### src/rtl/nor_deserializer.sv
// rtl/nor_deserializer.sv - Serial-to-parallel NOR deserializer with framing checks
//
// Purpose: collects WIDTH serial beats (LSB first), stores NOR(in_a, in_b) of
// each beat, and presents the assembled word on a valid/ready output. Frames
// that end early, or run past WIDTH beats, raise a one-cycle frame_err.
//
// Ports:
//   clk        - clock, rising edge
//   rst_n      - synchronous active-low reset
//   in_valid   - serial beat valid
//   in_a       - operand A bit, LSB first
//   in_b       - operand B bit, LSB first
//   in_last    - final beat of a frame
//   in_ready   - beat accept (low while a word is held)
//   out_valid  - assembled word available
//   out_data   - assembled NOR word
//   out_ready  - downstream accept
//   frame_err  - one-cycle framing-error pulse
module nor_deserializer #(
    parameter int WIDTH = 8
) (
    input  logic             clk,
    input  logic             rst_n,
    input  logic             in_valid,
    input  logic             in_a,
    input  logic             in_b,
    input  logic             in_last,
    output logic             in_ready,
    output logic             out_valid,
    output logic [WIDTH-1:0] out_data,
    input  logic             out_ready,
    output logic             frame_err
);

    localparam int CW = (WIDTH > 1) ? $clog2(WIDTH) : 1;
    localparam logic [CW-1:0] CNT_MAX = CW'(WIDTH - 1);

    typedef enum logic [1:0] {
        S_COLLECT = 2'd0,
        S_HOLD    = 2'd1,
        S_DROP    = 2'd2
    } state_t;

    state_t           r_state;
    logic [CW-1:0]    r_cnt;
    logic [WIDTH-1:0] r_word;
    logic             r_out_valid;
    logic [WIDTH-1:0] r_out_data;
    logic             r_frame_err;

    logic             w_accept;
    logic             w_bit;
    logic             w_at_end;
    logic [WIDTH-1:0] w_word;

    assign in_ready  = (r_state != S_HOLD);
    assign out_valid = r_out_valid;
    assign out_data  = r_out_data;
    assign frame_err = r_frame_err;

    assign w_accept = in_valid && in_ready;
    assign w_bit    = ~(in_a | in_b);
    assign w_at_end = (r_cnt == CNT_MAX);

    // Partial word with the current beat merged in; used both to advance the
    // shift word and to load the complete word on the final beat.
    always_comb begin
        w_word        = r_word;
        w_word[r_cnt] = w_bit;
    end

    always_ff @(posedge clk) begin
        if (!rst_n) begin
            r_state     <= S_COLLECT;
            r_cnt       <= '0;
            r_word      <= '0;
            r_out_valid <= 1'b0;
            r_out_data  <= '0;
            r_frame_err <= 1'b0;
        end else begin
            r_frame_err <= 1'b0;
            case (r_state)
                S_COLLECT: begin
                    if (w_accept) begin
                        if (w_at_end) begin
                            r_cnt  <= '0;
                            r_word <= '0;
                            if (in_last) begin
                                r_out_data  <= w_word;
                                r_out_valid <= 1'b1;
                                r_state     <= S_HOLD;
                            end else begin
                                // Long frame: flag once, then swallow the tail.
                                r_frame_err <= 1'b1;
                                r_state     <= S_DROP;
                            end
                        end else if (in_last) begin
                            // Short frame: flag and restart collection.
                            r_frame_err <= 1'b1;
                            r_cnt       <= '0;
                            r_word      <= '0;
                        end else begin
                            r_word <= w_word;
                            r_cnt  <= r_cnt + 1'b1;
                        end
                    end
                end
                S_HOLD: begin
                    // in_ready is low for the whole HOLD state, including the
                    // handshake cycle, so no beat can slip in alongside it.
                    if (r_out_valid && out_ready) begin
                        r_out_valid <= 1'b0;
                        r_state     <= S_COLLECT;
                    end
                end
                S_DROP: begin
                    if (w_accept && in_last) begin
                        r_state <= S_COLLECT;
                    end
                end
                default: begin
                    r_state <= S_COLLECT;
                end
            endcase
        end
    end

endmodule

### config.mk
export PLATFORM = sky130hd
export DESIGN_NAME = nor_deserializer
export DESIGN_NICKNAME = d
export VERILOG_FILES = /design/src/rtl/nor_deserializer.sv
export SDC_FILE = /design/constraint.sdc
export NUM_CORES = 1
export LEC_CHECK = 0
export ABC_AREA = 1
export CAP_MARGIN = 20
export CORE_ASPECT_RATIO = 1.1
export CORE_MARGIN = 3
export CORE_UTILIZATION = 55
export DETAILED_ROUTE_END_ITERATION = 7
export GPL_ROUTABILITY_DRIVEN = 0
export PLACE_DENSITY = 0.79
export SKIP_LAST_GASP = 1
export SLEW_MARGIN = 20
export SYNTH_ARGS = -nofsm -noshare
export SYNTH_HDL_FRONTEND = slang
export SYNTH_SLANG_ARGS = --single-unit
### constraint.sdc
create_clock -name clk -period 2.2 [get_ports clk]
set_input_delay 0.33 -clock clk [delete_from_list [all_inputs] [get_ports clk]]
set_output_delay 0.33 -clock clk [all_outputs]
set_load 0.1 [all_outputs]
==> impl.org <==
** Clocking
- Buffer count from post-CTS setup fixing :: 0
- Hold buffer count at cts :: 0
- In this run the clock root is driven by a clkbuf_4.
- Clock slew at reported path FFs :: 0.13 ns
- No sink is reached through more buffers than the 2 on the longest clock path.
- In this run the number of H-tree levels came out at 1.
- TritonCTS built the clock tree.
- Post-CTS repair changed the size of 0 cells.
- Clock sinks :: 23
- At the later pin of the worst-skew pair, clock insertion delay measures 0.32 ns.
- Number of buffers created by CTS :: 3

** Global route
- Global routing finished with a remaining overflow of 0.
- The number of global-route vias before repair came to 903.
- Total GRT Usage :: 18.37%
- Wire length of the first global-routing pass :: 3732 um
- Pin count of the biggest net entering global routing :: 19
- The number of antenna violations at the first check in global routing was 0.

** Worst setup path
- Largest fanout of any net on the critical path :: 10
- STA classifies the critical path startpoint as a register.
- In this run the critical register-to-register path is captured at r_word[1]$_SDFFE_PN0P_.
- The worst setup path is of the reg2reg kind.
- Data on the critical path is required at its endpoint by 2.46 ns.
- Register-to-register setup slack :: 0.57 ns
- Crit path arrival time :: 1.89 ns
- The worst register-to-register path begins at r_cnt[0]$_SDFFE_PN0P_.
- Counting cells, the worst reg-to-reg path comes to 6.
- The worst setup path is captured at a register.

** Die
- In this run the standard cell core region covers 0.001862 mm2.
- The floorplan has 16 rows.
- Measured along the y axis, the die boundary spans 53.56 um.
- The initial utilization of the core area, before any placement, comes to 60.75%.
- The die covers 0.002637 mm2.
- The die is 49.24 um wide.
- During I/O placement, the number of pins put on the boundary was 18.

** Synth
- Flip-flop and latch count after synthesis :: 23
- The synthesized netlist occupies a cell area of 0.001131 mm2.
- Area fraction of the dominant cell type after synthesis :: 40.71%
- Synthesis Warnings :: 0
- Yosys instantiated no cell more often than nand2_1.
- Largest area contributor in the netlist :: dfxtp_1
- Mean Syn Cell Area :: 6.939 um2
- Post-Syn Nets :: 172
- After synthesis, the netlist uses 20 different library cells.
- Top FF cell, synth :: dfxtp_1
- Count of flip-flops with a built-in enable after synthesis :: 0
- The commonest cells after synthesis are nand2_1 (52), dfxtp_1 (23), inv_1 (19), a21oi_1 (18), nand3_1 (16).
- FFs w/ async S/R, synth :: 0%
- The share of the Yosys chip area taken by registers is 40.71%.
- In the post-synthesis netlist, the biggest area contributors are dfxtp_1 (41%), nand2_1 (17%), a21oi_1 (8.0%), nand3_1 (7.1%), inv_1 (6.3%).
- Cells after Synth :: 163

** Timing
- After layout, the minimum clock period comes to 1.633 ns.
- RSZ-0062 raised after global routing :: false
- Setup violations remaining at the end of the flow were counted as 0.
- The final critical path takes up 74.22% of the cycle.
- The number of endpoints with negative hold slack in the final report was 0.
- For this run, the top clock speed supported by timing is 612.4 MHz.
- Setup Total Neg Slack :: 0 ns
- Worst max-slew margin expressed relative to the limit :: 75.83%
- Number of pins exceeding their max-slew limit in the final report :: 0
- At the pin with the least slew margin, the transition time is 0.3587 ns.
- Across the routed clock network, the largest skew measured is 0.001032 ns.
- After layout, the worst setup slack is 0.5671 ns.

** Layout
- At the end of the flow, the number of nets in the layout was 191.
- Final core utilization :: 70.70%
- Once layout is done, the placed cells without fillers occupy 0.001316 mm2.
- In the final layout, the share of cells above drive strength 1 is 13.26%.
- Number of diodes :: 0
- Relative to the synthesized area, the layout overhead comes to 16.37%.

** Power and ir drop
- Standby leakage power :: 0.5823 nW
- Max rail drop VDD :: 0.4024 mV
- Dividing total power by cell area gives a power density of 523.9 mW/mm2.

** Flow run
- The tool flagged a number of max-cap violations equal to 0.

** Route
- The detail route stage leaves a number of antenna-violating nets equal to 0.
- The first TritonRoute pass finished after 4 iterations.
- After detailed routing, the total wire length is 2144 um.
- In the routed design, unresolved DRC markers number 0.
- 1st-iter DRT viols :: 18
- Detailed routing inserted a total of 995 vias.
- Dividing the detail-routed via count by the number of cells gives 4.784.
- Final routed wire length divided by cell count :: 10.31 um

** Placed design
- HPWL after detailed placement :: 1527 um
- Total placed instance area :: 0.001289 mm2
- OpenSTA, run right after detailed placement, puts the worst setup slack at 0.4736 ns.
- Port buffering added 17 buffers.

** Outcome
- The flow ran to the end, and the final reports show no timing, DRC or antenna violations.

** Hold path
- Worst hold path startpoint :: r_word[0]$_SDFFE_PN0P_
- Hold worst-path end :: r_word[0]$_SDFFE_PN0P_
- The tightest min-delay check is of the reg2reg type.
- Count of cells along the worst hold path :: 2
[metrics by stage]
step                      instances  power, mW  hold slack [ns]
after floorplan                 163     0.4757           0.4159
after global placement          204     0.4979           0.4515
after detailed placement        204     0.4989           0.4552
after CTS                       208     0.7010           0.4744
after global routing            208     0.7159           0.4854
final                           208     0.6896           0.4731
[worst max path at each step]
| stage | start | slack, ns | depth (start not counted) | end |
|---|---|---|---|---|
| global route | r_cnt[1]$_SDFFE_PN0P_ | 0.42 | 5 | out_data[0]$_SDFFE_PN0P_ |
| global placement | in_valid | 0.52 | 5 | r_word[0]$_SDFFE_PN0P_ |
| CTS | r_cnt[0]$_SDFFE_PN0P_ | 0.56 | 6 | r_word[1]$_SDFFE_PN0P_ |
| detailed placement | in_valid | 0.47 | 5 | r_word[1]$_SDFFE_PN0P_ |
| floorplan | out_valid$_SDFFE_PN0P_ | 0.70 | 5 | out_valid$_SDFFE_PN0P_ |
| finish | r_cnt[0]$_SDFFE_PN0P_ | 0.57 | 6 | r_word[1]$_SDFFE_PN0P_ |
[report_power, final]
part	switching, mW	internal (mW)	total (mW)	leakage (nW)
Clock	0.132	0.0682	0.200	0.0177
Sequential	0.00461	0.420	0.425	0.186
Combinational	0.0412	0.0234	0.0647	0.379
Total	0.177	0.512	0.690	0.582
[flip-flops by register name (all words and copies together) (netlist names)]
signal	cells
r_word	8
out_data	8
out_valid	1
frame_err	1
r_cnt	3
r_state	2
[routing by layer]
| layer | wire length (um) | track usage, % |
|---|---|---|
| met1 | 1040 | 22.66 |
| met2 | 980 | 31.47 |
| met3 | 76 | 2.493 |
| met4 | 46 | 9.953 |
| met5 | 0 | 0 |
[cell usage in the layout (no fill, tap or decap), drive strengths merged]
cell / instances
or2: 1
dfxtp: 23
clkdlybuf4s50: 6
a21oi: 18
a211oi: 1
nand3: 16
a211o: 1
nand4: 1
clkinv: 1
buf: 12
o21a: 1
clkbuf: 3
o21ai: 5
nand2: 53
ha: 2
nor2: 17
inv: 20
[layout make-up]
class / instances / area (um2)
flip-flops and latches: 23 / 460.4
well taps: 27 / 33.78
repair buffers: 18 / 150.1
multi-input cells: 116 / 569.3
clock inverters: 1 / 5.005
fillers: 172 / 545.5
inverters: 20 / 75.07
clock buffers: 3 / 22.52
[cells by family after synthesis]
family                   share of synthesized area [%]
AO/OA/AOI/OAI                                    12.83
AND/OR/NAND/NOR                                  35.29
buffers and inverters                            8.960
flip-flops                                       40.71
adder cells (fa/ha/maj)                          2.212
[worst max-delay path, cell delays in order, from the launching register on]
cell     delay, ns
dfxtp_1       0.40
ha_1          0.22
ha_1          0.26
or2_4         0.28
nor2_8        0.18
nand3_1       0.10
a21oi_1       0.13
Power figures use the tool's default switching activity.
